File: src/rtl/atconv_pkg.sv
// rtl/atconv_pkg.sv - shared sizes and arbiter state encoding for the layer-memory arbiter
package atconv_pkg;

  localparam int ADDR_W   = 12;
  localparam int DATA_W   = 13;
  localparam int MAX_LOCK = 8;

  typedef logic [1:0] arb_state_t;

  localparam arb_state_t IDLE = 2'd0;
  localparam arb_state_t OWN0 = 2'd1;
  localparam arb_state_t OWN1 = 2'd2;

endpackage

File: src/rtl/layer_mem_arbiter.sv
// rtl/layer_mem_arbiter.sv - two-requester layer-memory arbiter with lock and round-robin
// Combinational grant, registered memory strobes; read data returns two cycles after grant.
module layer_mem_arbiter
  import atconv_pkg::*;
#(
  parameter int ADDR_W   = atconv_pkg::ADDR_W,
  parameter int DATA_W   = atconv_pkg::DATA_W,
  parameter int MAX_LOCK = atconv_pkg::MAX_LOCK
) (
  input  logic              clk,
  input  logic              reset,
  input  logic              req0,
  input  logic              we0,
  input  logic              sel0,
  input  logic [ADDR_W-1:0] addr0,
  input  logic [DATA_W-1:0] wdata0,
  input  logic              lock0,
  input  logic              req1,
  input  logic              we1,
  input  logic              sel1,
  input  logic [ADDR_W-1:0] addr1,
  input  logic [DATA_W-1:0] wdata1,
  input  logic              lock1,
  output logic              gnt0,
  output logic              gnt1,
  output logic              rvalid0,
  output logic              rvalid1,
  output logic [DATA_W-1:0] rdata,
  output logic              cwr,
  output logic              crd,
  output logic              csel,
  output logic [ADDR_W-1:0] caddr_wr,
  output logic [ADDR_W-1:0] caddr_rd,
  output logic [DATA_W-1:0] cdata_wr,
  input  logic [DATA_W-1:0] cdata_rd
);

  localparam int LOCK_W = $clog2(MAX_LOCK + 1);
  localparam logic [LOCK_W-1:0] LOCK_MAX = LOCK_W'(MAX_LOCK);

  arb_state_t        state;
  logic [LOCK_W-1:0] lock_cnt;
  logic              last_owner;
  logic [1:0]        rd_pend;

  logic              keep0, keep1, locked;
  logic              m_we, m_sel;
  logic [ADDR_W-1:0] m_addr;
  logic [DATA_W-1:0] m_wdata;

  // A locked owner keeps the bus until lock_cnt saturates; then fall through to round-robin.
  always_comb begin
    keep0 = (state == OWN0) && req0 && lock0 && (lock_cnt < LOCK_MAX);
    keep1 = (state == OWN1) && req1 && lock1 && (lock_cnt < LOCK_MAX);
    locked = keep0 || keep1;
    gnt0 = 1'b0;
    gnt1 = 1'b0;
    if (keep0)              gnt0 = 1'b1;
    else if (keep1)         gnt1 = 1'b1;
    else if (req0 && req1)  begin
      gnt0 = last_owner;
      gnt1 = ~last_owner;
    end
    else if (req0)          gnt0 = 1'b1;
    else if (req1)          gnt1 = 1'b1;
    if (reset) begin
      gnt0 = 1'b0;
      gnt1 = 1'b0;
    end
  end

  always_comb begin
    m_we    = gnt1 ? we1    : we0;
    m_sel   = gnt1 ? sel1   : sel0;
    m_addr  = gnt1 ? addr1  : addr0;
    m_wdata = gnt1 ? wdata1 : wdata0;
  end

  always_ff @(posedge clk or posedge reset) begin
    if (reset) begin
      state      <= IDLE;
      lock_cnt   <= '0;
      last_owner <= 1'b1;
      rd_pend    <= 2'b00;
      rvalid0    <= 1'b0;
      rvalid1    <= 1'b0;
      rdata      <= '0;
      cwr        <= 1'b0;
      crd        <= 1'b0;
      csel       <= 1'b0;
      caddr_wr   <= '0;
      caddr_rd   <= '0;
      cdata_wr   <= '0;
    end else begin
      cwr     <= 1'b0;
      crd     <= 1'b0;
      rd_pend <= 2'b00;
      rvalid0 <= rd_pend[0];
      rvalid1 <= rd_pend[1];
      // cdata_rd is valid the cycle after crd, i.e. while rd_pend is set.
      if (|rd_pend) rdata <= cdata_rd;
      if (gnt0 || gnt1) begin
        state      <= gnt0 ? OWN0 : OWN1;
        last_owner <= gnt1;
        lock_cnt   <= locked ? lock_cnt + 1'b1 : '0;
        csel       <= m_sel;
        if (m_we) begin
          cwr      <= 1'b1;
          caddr_wr <= m_addr;
          cdata_wr <= m_wdata;
        end else begin
          crd      <= 1'b1;
          caddr_rd <= m_addr;
          rd_pend  <= {gnt1, gnt0};
        end
      end else begin
        state <= IDLE;
      end
    end
  end

endmodule

File: config.mk
export PLATFORM = sky130hd
export DESIGN_NAME = layer_mem_arbiter
export DESIGN_NICKNAME = d
export VERILOG_FILES = /design/src/rtl/atconv_pkg.sv /design/src/rtl/layer_mem_arbiter.sv
export SDC_FILE = /design/constraint.sdc
export NUM_CORES = 1
export LEC_CHECK = 0
export ABC_AREA = 1
export ABC_CLOCK_PERIOD_IN_PS = 2800
export BUFFER_PORTS_ARGS = -buffer_cell sky130_fd_sc_hd__buf_2
export CORE_MARGIN = 2
export CORE_UTILIZATION = 43
export CTS_BUF_LIST = sky130_fd_sc_hd__clkbuf_4 sky130_fd_sc_hd__clkbuf_8 sky130_fd_sc_hd__clkbuf_16
export DETAILED_ROUTE_END_ITERATION = 16
export PLACE_DENSITY = 0.76
export SYNTH_ARGS = -nofsm -noshare
export SYNTH_HDL_FRONTEND = slang
export SYNTH_SLANG_ARGS = --single-unit
File: constraint.sdc
create_clock -name clk -period 2.8 [get_ports clk]
set_input_delay 0.56 -clock clk [delete_from_list [all_inputs] [get_ports clk]]
set_output_delay 0.56 -clock clk [all_outputs]
set_load 0.1 [all_outputs]
After elaboration in Yosys (flattened, before gate mapping)
Index checks and enable logic that the tools add are counted.
Cells by class
  add/subtract/negate cells: 1
  magnitude comparators: 1
  equal/unequal tests: 2
  multiplexer cells: 24
  bitwise logic cells: 2
  reductions and logical operators: 12
Operators with widths (number)
  two-way mux 1 bit: 17
  two-way mux 13 bit: 1
  two-way mux 12 bit: 1
  two-way mux 2 bit: 4
  logical AND 1 bit: 7
  adder 4 x 1 -> 4 bit, second input constant: 1
  < comparator 4 bit, second input constant: 1
  two-way mux 4 bit: 1
  AND reduction 2 bit: 2
  == test 2 x 1 -> 1 bit, second input constant: 1
  == test 2 bit, second input constant: 1
  logical OR 1 bit: 2
  NOT 1 bit: 2
  OR reduction 2 bit: 1
Word-level totals
  register bits: 64
  input port bits: 73
  output and inout port bits: 57
  word-level logic and storage cells: 55

Logic depth before layout (Yosys ltp)
Gate-level depths: netlist of the first run.
  depth in word-level cells: 10
  gate-level depth with buffers: 11
  gate-level depth less buffers: 10

Least setup slack after synthesis of the first run
No wires, ideal clock.
  path kind: input port to output port
  start point: input port reset
  end point: output port gnt0
  arrival time: 2.845 ns
  required time: 2.240 ns
  slack: -0.605 ns
  stages on the path: 3
  buffers on the path: 0
  path through: inv_1 > nand2_2 > inv_1
Between the ends
  cells in the longest elaborated chain, start to end: 1
RTL lines
  start, declared: line layer_mem_arbiter.sv:11  | input logic reset,
  two-way mux 1 bit: line layer_mem_arbiter.sv:66  | if (reset) begin
  end, declared: line layer_mem_arbiter.sv:24  | output logic gnt0,
No other way between the ends.

Worst setup path after layout of the first run
  start point: register last_owner
  end point: output port gnt1
Between the ends
  cells in the longest elaborated chain, start to end: 5
RTL lines
  start, declared: line layer_mem_arbiter.sv:43  | logic last_owner;
  start signal, assigned: line layer_mem_arbiter.sv:104  | last_owner <= gnt1;
  NOT 1 bit: line layer_mem_arbiter.sv:62  | gnt1 = ~last_owner;
  two-way mux 1 bit: line layer_mem_arbiter.sv:60  | else if (req0 && req1) begin
  two-way mux 1 bit: line layer_mem_arbiter.sv:59  | else if (keep1) gnt1 = 1'b1;
  two-way mux 1 bit: line layer_mem_arbiter.sv:58  | if (keep0) gnt0 = 1'b1;
  two-way mux 1 bit: line layer_mem_arbiter.sv:66
  end, declared: line layer_mem_arbiter.sv:25  | output logic gnt1,
No other way between the ends.

==> results.json, run 1 <==
{
  "status": "finished clean",
  "tns_ns": 0,
  "root_buffer": "clkbuf_8",
  "ant_nets": 0,
  "syn_inst": 351,
  "gp_congestion": 0.942,
  "grt_max_degree": 65,
  "fmax_mhz": 413,
  "synth_compound_area_frac": 0.00621,
  "antenna_found_initial": 0,
  "grt_overflow": 0,
  "wl_um": 7140,
  "multi_input_area_um2": 1230,
  "route.detailed.drc": 0,
  "cellLeakagePower_nw": 2.32,
  "ff2ff_path_depth": 9,
  "htree_levels": 3,
  "dp_hpwl_um": 5360,
  "power.density_nw_per_um2": 1170,
  "syn_to_final_growth_pct": 30.0,
  "n_antenna_cell": 0,
  "cp-end-kind": "primary output",
  "worstSetupEndpoint": "gnt1",
  "pin_count": 130,
  "fill_cells": 640,
  "slew_viol_final": 0,
  "avgSynthCellArea_um2": 8.61,
  "crit_path_max_fanout": 33,
  "coreArea_um2": 6790,
  "row_count": 30,
  "cts_buffer_depth": 2,
  "cp_data_required_time_ns": 2.24,
  "synthesis.nets": 425,
  "grt_pass1_wl_um": 11600,
  "critPathKind": "reg -> out",
  "period_minus_slack_ns": 2.42,
  "clk_latency_ns": 0.33,
  "yosys.area_share.adder": 0.00414,
  "num_vias": 2706,
  "holdWs_ns": 0.378,
  "worst_pin_slew_ns": 0.983,
  "post_cts_resized": 0,
  "slew_headroom": 0.342,
  "vias_per_cell": 4.68,
  "finalClockSkew_ns": 0.00442,
  "cts_setup_buffers": 0,
  "cts.sinks": 64,
  "die_w_um": 87.8,
  "final_cell_mix": "141 x nand2_1, 128 x buf_2, 69 x nand3_1",
  "setup_viol": 0,
  "grt_pass1_vias": 2541,
  "synth.distinct_cells": 23,
  "irDropWorstVdd_v": 0.000545,
  "initial_core_util": 0.445,
  "numCtsBuffers": 9,
  "port_buffers": 129,
  "arrival_ns": 1.86,
  "drive_gt1_frac": 0.378,
  "firstDrtPassIters": 4,
  "reg2reg_slack_ns": 0.69,
  "hold_violations": 0,
  "drtIter0Drc": 130,
  "hold_buffers": 0,
  "yosys_warnings": 0,
  "synthSimpleGateAreaFrac": 0.343,
  "min_period_over_period": 0.865,
  "r2r_end": "caddr_wr[6]",
  "die_area_um2": 7720,
  "startpoint_type": "flip-flop",
  "synth_top_family_by_area": "simple AND/OR/NAND/NOR gates",
  "nets": 551,
  "wl_per_cell_um": 12.4,
  "synth_xor_area_frac": 0.00579,
  "synthMuxAreaShare": 0.0484,
  "grt_setup_unrepaired": "no",
  "ys_ff_latch": 64,
  "synth.cell_area_um2": 3020,
  "hold_path.class": "reg -> reg",
  "grt_usage": 0.196,
  "final_util": 0.578,
  "path_clk_slew_ns": 0.07,
  "critPathLaunch": "last_owner",
  "drv_cap": 0,
  "final_common_cell": "nand2_1",
  "power_mw": 4.61,
  "synth-seq-area-share": 0.530,
  "r2r_start": "last_owner",
  "die_height_um": 87.8,
  "cts_tree": "done",
  "regArea_um2": 1600
}
[worst min-delay path by stage]
stage	end	slack, ns	cells past startpoint	start
finish	rvalid1	0.38	0	rd_pend[1]
global placement	rvalid0	0.36	0	rd_pend[0]
detailed placement	rvalid1	0.36	0	rd_pend[1]
global route	rvalid1	0.39	0	rd_pend[1]
CTS	rvalid1	0.38	0	rd_pend[1]
floorplan	rvalid1	0.35	0	rd_pend[1]
[critical path, stage by stage, from the launching register on]
cell,delay [ns]
dfstp_2,0.52
inv_1,0.06
o21ai_2,0.16
nand2_4,0.14
nand2_4,0.32
inv_1,0.14
buf_12,0.19
[power breakdown]
group | internal [mW] | total, mW | leakage [nW] | switching, mW
sequential | 1.17 | 1.29 | 0.800 | 0.125
clock | 0.444 | 0.789 | 0.103 | 0.346
combinational | 0.360 | 2.53 | 1.41 | 2.17
total | 1.97 | 4.61 | 2.32 | 2.64
[sequential cells by signal (all words and copies together), names as in the netlist]
register / count
rd_pend: 2
csel: 1
state: 2
rvalid1: 1
crd: 1
rdata: 13
caddr_rd: 12
last_owner: 1
caddr_wr: 12
cdata_wr: 13
cwr: 1
lock_cnt: 4
rvalid0: 1
[final cells by class]
cell class | count | share of cell area
multi-input combinational | 248 | 0.314
sequential | 64 | 0.408
timing repair buffer | 133 | 0.176
clock buffer | 11 | 0.0369
inverter | 21 | 0.0210
clock inverter | 5 | 0.0143
tap | 96 | 0.0306
[per-stage QoR]
step	area [um^2]	setup WS, ns	cells
final	3930	0.379	578
after global routing	3930	0.258	578
after CTS	3930	0.345	578
after detailed placement	3730	0.483	562
after global placement	3730	0.560	562
after floorplan	3030	-0.0127	351
[Yosys cell counts]
cell     number  area share
o21ai_2       1      0.0029
dfrtp_1      63        0.52
nand3_1      69        0.11
buf_4         5       0.012
xor2_1        2      0.0058
nor2_4        1      0.0037
dfstp_2       1      0.0087
nand3_2       2      0.0066
buf_6         1      0.0037
a21oi_1       1      0.0017
nor2_1        3      0.0037
or2_0         1      0.0021
nand2_1     141        0.18
nor2_8        1      0.0066
inv_2         2      0.0025
inv_1        19       0.024
ha_1          1      0.0041
buf_2        12       0.020
nand2_2       5       0.010
o21ai_0       1      0.0017
nand2_4       5       0.019
nor2_2        1      0.0021
mux2_2       13       0.048
[kinds of logic after synthesis]
kind of cell | after synthesis
xor+xnor | 2
compound gates | 3
mux | 13
buf+inv | 39
simple gates | 229
flops | 64
fa+ha+maj | 1
[metal layers]
layer,GRT usage,share of wire,vias up
li1,-,-,1361
met4,0.0629,0.014,0
met2,0.329,0.49,99
met3,0.0688,0.068,10
met1,0.235,0.43,1236
met5,0,0,-
Power figures use the tool's default switching activity.
==> run 2, diff against run 1 <==
- BUFFER_PORTS_ARGS: -buffer_cell sky130_fd_sc_hd__buf_2 -> -buffer_cell sky130_fd_sc_hd__buf_4
- GPL_ROUTABILITY_DRIVEN: unset -> 0
==> run 2 against run 1 <==
Via count increased by 3.0%. Design area is 9.4% higher. Critical path depth is the same. Routed wire length rose by 5.3%. Register-to-register slack lost 0.03 ns. Worst setup slack better by 0.018 ns. Sequential power is essentially flat. First-iteration DRC count decreased by 21%. Die area unchanged. Utilization is 5.5 points higher. Total power increased by 8.8%. Highest routed layer unchanged.
==> results.json, run 2 (same netlist as run 1, synthesis figures left out) <==
{
  "fill_cells": 564,
  "post_cts_resized": 0,
  "cp-end-kind": "primary output",
  "drv_cap": 0,
  "hold_start": "rd_pend[0]",
  "syn_to_final_growth_pct": 42.3,
  "ant_nets": 0,
  "port_buffers": 129,
  "final_cell_mix": "141 x nand2_1, 133 x buf_4, 69 x nand3_1",
  "htree_levels": 3,
  "wl_per_cell_um": 13.0,
  "n_antenna_cell": 0,
  "grt_max_degree": 65,
  "switching_share": 0.530,
  "finalClockSkew_ns": 0.00982,
  "vias_per_cell": 4.82,
  "path_clk_slew_ns": 0.07,
  "fmax_mhz": 416,
  "die_height_um": 87.8,
  "die_w_um": 87.8,
  "p_sw_mw": 2.66,
  "period_minus_slack_ns": 2.40,
  "setup_viol": 0,
  "slew_viol_final": 0,
  "cts_setup_buffers": 0,
  "critPathLaunch": "last_owner",
  "power_frac_comb": 0.539,
  "status": "finished clean",
  "dp_slack_ns": 0.466,
  "clk_latency_ns": 0.33,
  "hold_buffers": 0,
  "r2r_end": "caddr_wr[2]",
  "coreArea_um2": 6790,
  "grt_pass1_vias": 2619,
  "reg2reg_slack_ns": 0.66,
  "hold_violations": 0,
  "antenna_found_initial": 0,
  "grt_pass1_wl_um": 12100,
  "startpoint_type": "flip-flop",
  "worst_pin_slew_ns": 0.964,
  "die_area_um2": 7720,
  "drive_gt1_frac": 0.378,
  "r2r_start": "last_owner",
  "grt_overflow": 0,
  "initial_core_util": 0.445,
  "crit_path_max_fanout": 33,
  "firstDrtPassIters": 6,
  "timing.final.ws_setup_ns": 0.397,
  "hold_path.class": "reg -> reg",
  "row_count": 30,
  "slew_headroom": 0.355,
  "pwr-share-seq": 0.260,
  "wl_um": 7520,
  "min_path_cells": 0,
  "cts.sinks": 64,
  "pin_count": 130,
  "reg_top3": "cdata_wr (13), rdata (13)",
  "route.detailed.drc": 0,
  "cellLeakagePower_nw": 2.44,
  "regArea_um2": 1600,
  "root_buffer": "clkbuf_8",
  "final_common_cell": "nand2_1",
  "hold_path_end": "rvalid0",
  "grt_usage": 0.202,
  "min_period_over_period": 0.858,
  "cts_tree": "done",
  "multi_input_area_um2": 1230,
  "numCtsBuffers": 9,
  "nets": 551,
  "power.density_nw_per_um2": 1170,
  "irDropWorstVdd_v": 0.000438,
  "p_clk_frac": 0.201,
  "dp_hpwl_um": 5640,
  "p_int_mw": 2.36,
  "ff2ff_path_depth": 9,
  "grt_setup_unrepaired": "no",
  "final_util": 0.633,
  "critPathKind": "reg -> out",
  "cp_data_required_time_ns": 2.24,
  "arrival_ns": 1.84,
  "drtIter0Drc": 103,
  "cts_buffer_depth": 2,
  "num_vias": 2787
}
-- run 2: cell types whose count changed in the layout (fill, tap and decap cells not counted) --
| cell | delta |
|---|---|
| clkinvlp_4 | -1 |
| clkbuf_4 | -1 |
| clkinv_2 | -2 |
| buf_4 | +129 |
| bufinv_16 | +2 |
| clkbuf_8 | +2 |
| buf_12 | -1 |
| buf_2 | -128 |
-- run 2: critical path: stages, from the launching register on --
cell     delay [ns]
dfstp_2        0.51
inv_1          0.06
o21ai_2        0.17
nand2_4        0.14
nand2_4        0.32
inv_1          0.07
buf_4          0.24
-- run 2: final cells by class --
cell class,instances,share of cell area
Tap cell,96,0.0279
Clock buffer,12,0.0384
Sequential cell,64,0.373
Multi-Input combinational cell,248,0.287
Inverter,21,0.0192
Clock inverter,4,0.0230
Timing Repair Buffer,133,0.232
-- run 2: worst max-delay path by stage --
stage,cells after the start,endpoint,slack (ns)
2_1_floorplan,3,gnt0,-0.01
3_3_place_gp,10,cdata_wr[3],0.55
3_5_place_dp,10,caddr_wr[2],0.47
4_1_cts,6,gnt1,0.36
5_1_grt,6,gnt1,0.27
6_report,6,gnt1,0.40
-- run 2: per-layer routing --
layer | vias to the layer above | global-route usage | wire (um)
li1 | 1369 | - | -
met1 | 1271 | 0.252 | 2990
met2 | 129 | 0.337 | 3780
met3 | 18 | 0.0537 | 646
met4 | 0 | 0.0741 | 106
met5 | - | 0 | 0
-- run 2: power groups by stage --
| stage | combinational (mW) | sequential [mW] | clock (mW) |
|---|---|---|---|
| global route | 2.81 | 1.33 | 1.07 |
| CTS | 2.72 | 1.31 | 1.03 |
| finish | 2.70 | 1.30 | 1.01 |
| global placement | 2.69 | 1.31 | 0 |
| detailed placement | 2.72 | 1.32 | 0 |
| floorplan | 0.402 | 3.02 | 0 |
-- run 2: metrics by stage --
step	setup TNS [ns]	hold slack, ns	power, mW	cell area (um^2)	instances
after CTS	0	0.383	5.06	4300	578
after detailed placement	0	0.368	4.04	4040	562
after global routing	0	0.394	5.21	4300	578
after floorplan	-0.0127	0.354	3.43	3030	351
after global placement	0	0.362	4.00	4040	562
final	0	0.382	5.02	4300	578
==> run 3, diff against run 2 <==
- ABC_AREA: 1 -> 0
- CELL_PAD_IN_SITES_DETAIL_PLACEMENT: unset -> 0
- CELL_PAD_IN_SITES_GLOBAL_PLACEMENT: unset -> 1
- CORE_UTILIZATION: 43 -> 32
- PLACE_DENSITY: 0.76 -> unset
- PLACE_DENSITY_LB_ADDON: unset -> 0.1
==> run 3 against run 2 <==
Register-to-register slack better by 0.08 ns. Total power down 21%. Critical path depth down 1. Synthesized cell count down 31%. Non-clock buffer count is 2 higher. Clock skew shrank 0.0025 ns. Design area decreased by 3.8%. Hold slack is essentially flat.
==> results.json, run 3 <==
{
  "vias_per_cell": 4.84,
  "min_period_over_period": 0.848,
  "die_area_um2": 9790,
  "coreArea_um2": 8720,
  "regArea_um2": 1600,
  "async_flop_share": 1.00,
  "period_minus_slack_ns": 2.37,
  "cts_setup_buffers": 0,
  "p_clk_frac": 0.181,
  "route.detailed.drc": 0,
  "cp_top_family": "simple AND/OR/NAND/NOR gates",
  "wl_um": 7870,
  "grt_pass1_wl_um": 12700,
  "irDropWorstVdd_v": 0.000394,
  "pin_count": 130,
  "yosys-top-cells-count": "63 x dfrtp_1, 29 x inv_1, 24 x o221a_1",
  "numCtsBuffers": 9,
  "n_antenna_cell": 0,
  "cp-end-kind": "primary output",
  "num_vias": 2360,
  "crit_path_max_incr_delay_ns": 0.39,
  "p_int_mw": 1.94,
  "setup_viol": 0,
  "post_cts_resized": 0,
  "synth_top_flop_cell": "dfrtp_1",
  "yosysMostFrequentCell": "dfrtp_1",
  "hold_violations": 0,
  "multi_input_area_um2": 1090,
  "drv_cap": 0,
  "switching_share": 0.511,
  "reg_top3": "cdata_wr (13), rdata (13)",
  "placedCellCount": 472,
  "nets": 449,
  "die_w_um": 98.9,
  "grt_setup_unrepaired": "no",
  "synth.cell_area_um2": 2880,
  "hold_buffers": 0,
  "fmax_mhz": 421,
  "arrival_ns": 1.81,
  "htree_levels": 3,
  "synthesis.nets": 316,
  "status": "finished clean",
  "power.density_nw_per_um2": 961,
  "synth-edff-count": 0,
  "crit_slowest_cell": "dfrtp_1",
  "die_height_um": 98.9,
  "pwr-share-seq": 0.304,
  "ant_nets": 0,
  "wl_per_cell_um": 16.1,
  "path_cells": "and4bb_4 -> and2_4 -> a22oi_1 -> nor2_2 -> buf_4",
  "slew_viol_final": 0,
  "reg2reg_slack_ns": 0.74,
  "crit_path_max_fanout": 4,
  "final_cell_mix": "135 x buf_4, 63 x dfrtp_1, 28 x inv_1",
  "port_buffers": 129,
  "row_count": 34,
  "placed_area_um2": 3960,
  "path_clk_slew_ns": 0.07,
  "ys_ff_latch": 64,
  "synth-seq-area-share": 0.556,
  "p_sw_mw": 2.03,
  "yosys_warnings": 0,
  "firstDrtPassIters": 6,
  "final_util": 0.474,
  "cts_tree": "done",
  "grt_pass1_vias": 2454,
  "fin_cells": 488,
  "cellLeakagePower_nw": 2.00,
  "final_cell_area_um2": 4140,
  "cts_buffer_depth": 2,
  "initial_core_util": 0.331,
  "power_frac_comb": 0.515,
  "synth.distinct_cells": 38,
  "grt_usage": 0.165,
  "worst_pin_slew_ns": 0.861,
  "path_buf_inv": 1,
  "startpoint_type": "flip-flop",
  "grt_max_degree": 65,
  "synth_top_area_share": 0.547,
  "grt_overflow": 0,
  "tns_ns": 0,
  "clk_latency_ns": 0.33,
  "critPathKind": "reg -> out",
  "fill_cells": 865,
  "finalClockSkew_ns": 0.00728,
  "yosysTopAreaCell": "dfrtp_1",
  "cp_data_required_time_ns": 2.24,
  "drtIter0Drc": 68,
  "slew_headroom": 0.424,
  "drive_gt1_frac": 0.479,
  "final_common_cell": "buf_4",
  "dp_hpwl_um": 5580,
  "cts.sinks": 64,
  "antenna_found_initial": 0,
  "yosys-top-cells-area": "dfrtp_1 55%, o221a_1 9.4%, mux2_2 5.1%",
  "syn_to_final_growth_pct": 43.4,
  "avgSynthCellArea_um2": 11.9,
  "hold_path.class": "reg -> reg",
  "syn_inst": 242,
  "root_buffer": "clkbuf_8"
}
==> run 3: cell types whose count changed after synthesis, sizes merged, moves of 8 or more <==
cell / previous run / this run
inv: 21 / 29
buf: 18 / 8
a222oi: 0 / 12
or2: 1 / 14
o221a: 0 / 25
nor2: 6 / 18
nand3: 71 / 6
nand2: 151 / 20
==> run 3: final cells by class <==
cell class | count | share of cell area
clock buffers | 13 | 0.0387
multi-input cells | 136 | 0.265
inverters | 29 | 0.0272
well taps | 108 | 0.0327
repair buffers | 135 | 0.245
clock inverters | 3 | 0.00423
flip-flops and latches | 64 | 0.387
==> run 3: cell families after synthesis <==
kind of cell / Yosys count / share of synthesized area
and+or+nand+nor: 69 / 0.134
AOI/OAI and AO/OA: 53 / 0.190
DFF: 64 / 0.556
buffers and inverters: 42 / 0.0655
adders and majority gates: 1 / 0.00434
muxes: 13 / 0.0508
==> run 3: final timing paths <==
path                                 start           to  cells past startpoint
worst min-delay path            rd_pend[0]      rvalid0                      0
worst max register to register    state[1]  caddr_rd[9]                      5
worst max-delay path              state[1]         gnt0                      5
min in group asynchronous            reset   rd_pend[0]                      3
max in group asynchronous            reset  cdata_wr[7]                      3
worst min register to register  rd_pend[0]      rvalid0                      0
==> run 3: power groups by stage <==
stage / Sequential [mW] / Clock (mW) / Combinational [mW]
finish: 1.21 / 0.721 / 2.05
global route: 1.24 / 0.797 / 2.11
CTS: 1.21 / 0.744 / 2.06
detailed placement: 1.23 / 0 / 2.06
global placement: 1.23 / 0 / 2.05
floorplan: 2.50 / 0 / 0.303
==> run 3: through the flow <==
| step | power [mW] | worst slack, ns | hold slack [ns] |
|---|---|---|---|
| final | 3.97 | 0.427 | 0.382 |
| after global routing | 4.15 | 0.312 | 0.403 |
| after CTS | 4.02 | 0.404 | 0.389 |
| after detailed placement | 3.29 | 0.516 | 0.368 |
| after global placement | 3.28 | 0.534 | 0.362 |
| after floorplan | 2.81 | 0.0433 | 0.354 |
==> run 3: metal layers <==
| layer | up-vias | GRT usage | part of all wire |
|---|---|---|---|
| met1 | 1113 | 0.244 | 0.48 |
| met2 | 100 | 0.234 | 0.44 |
| met3 | 2 | 0.0496 | 0.082 |
| met4 | 0 | 0.0453 | 0.0046 |
| met5 | - | 0 | 0 |
| li1 | 1145 | - | - |
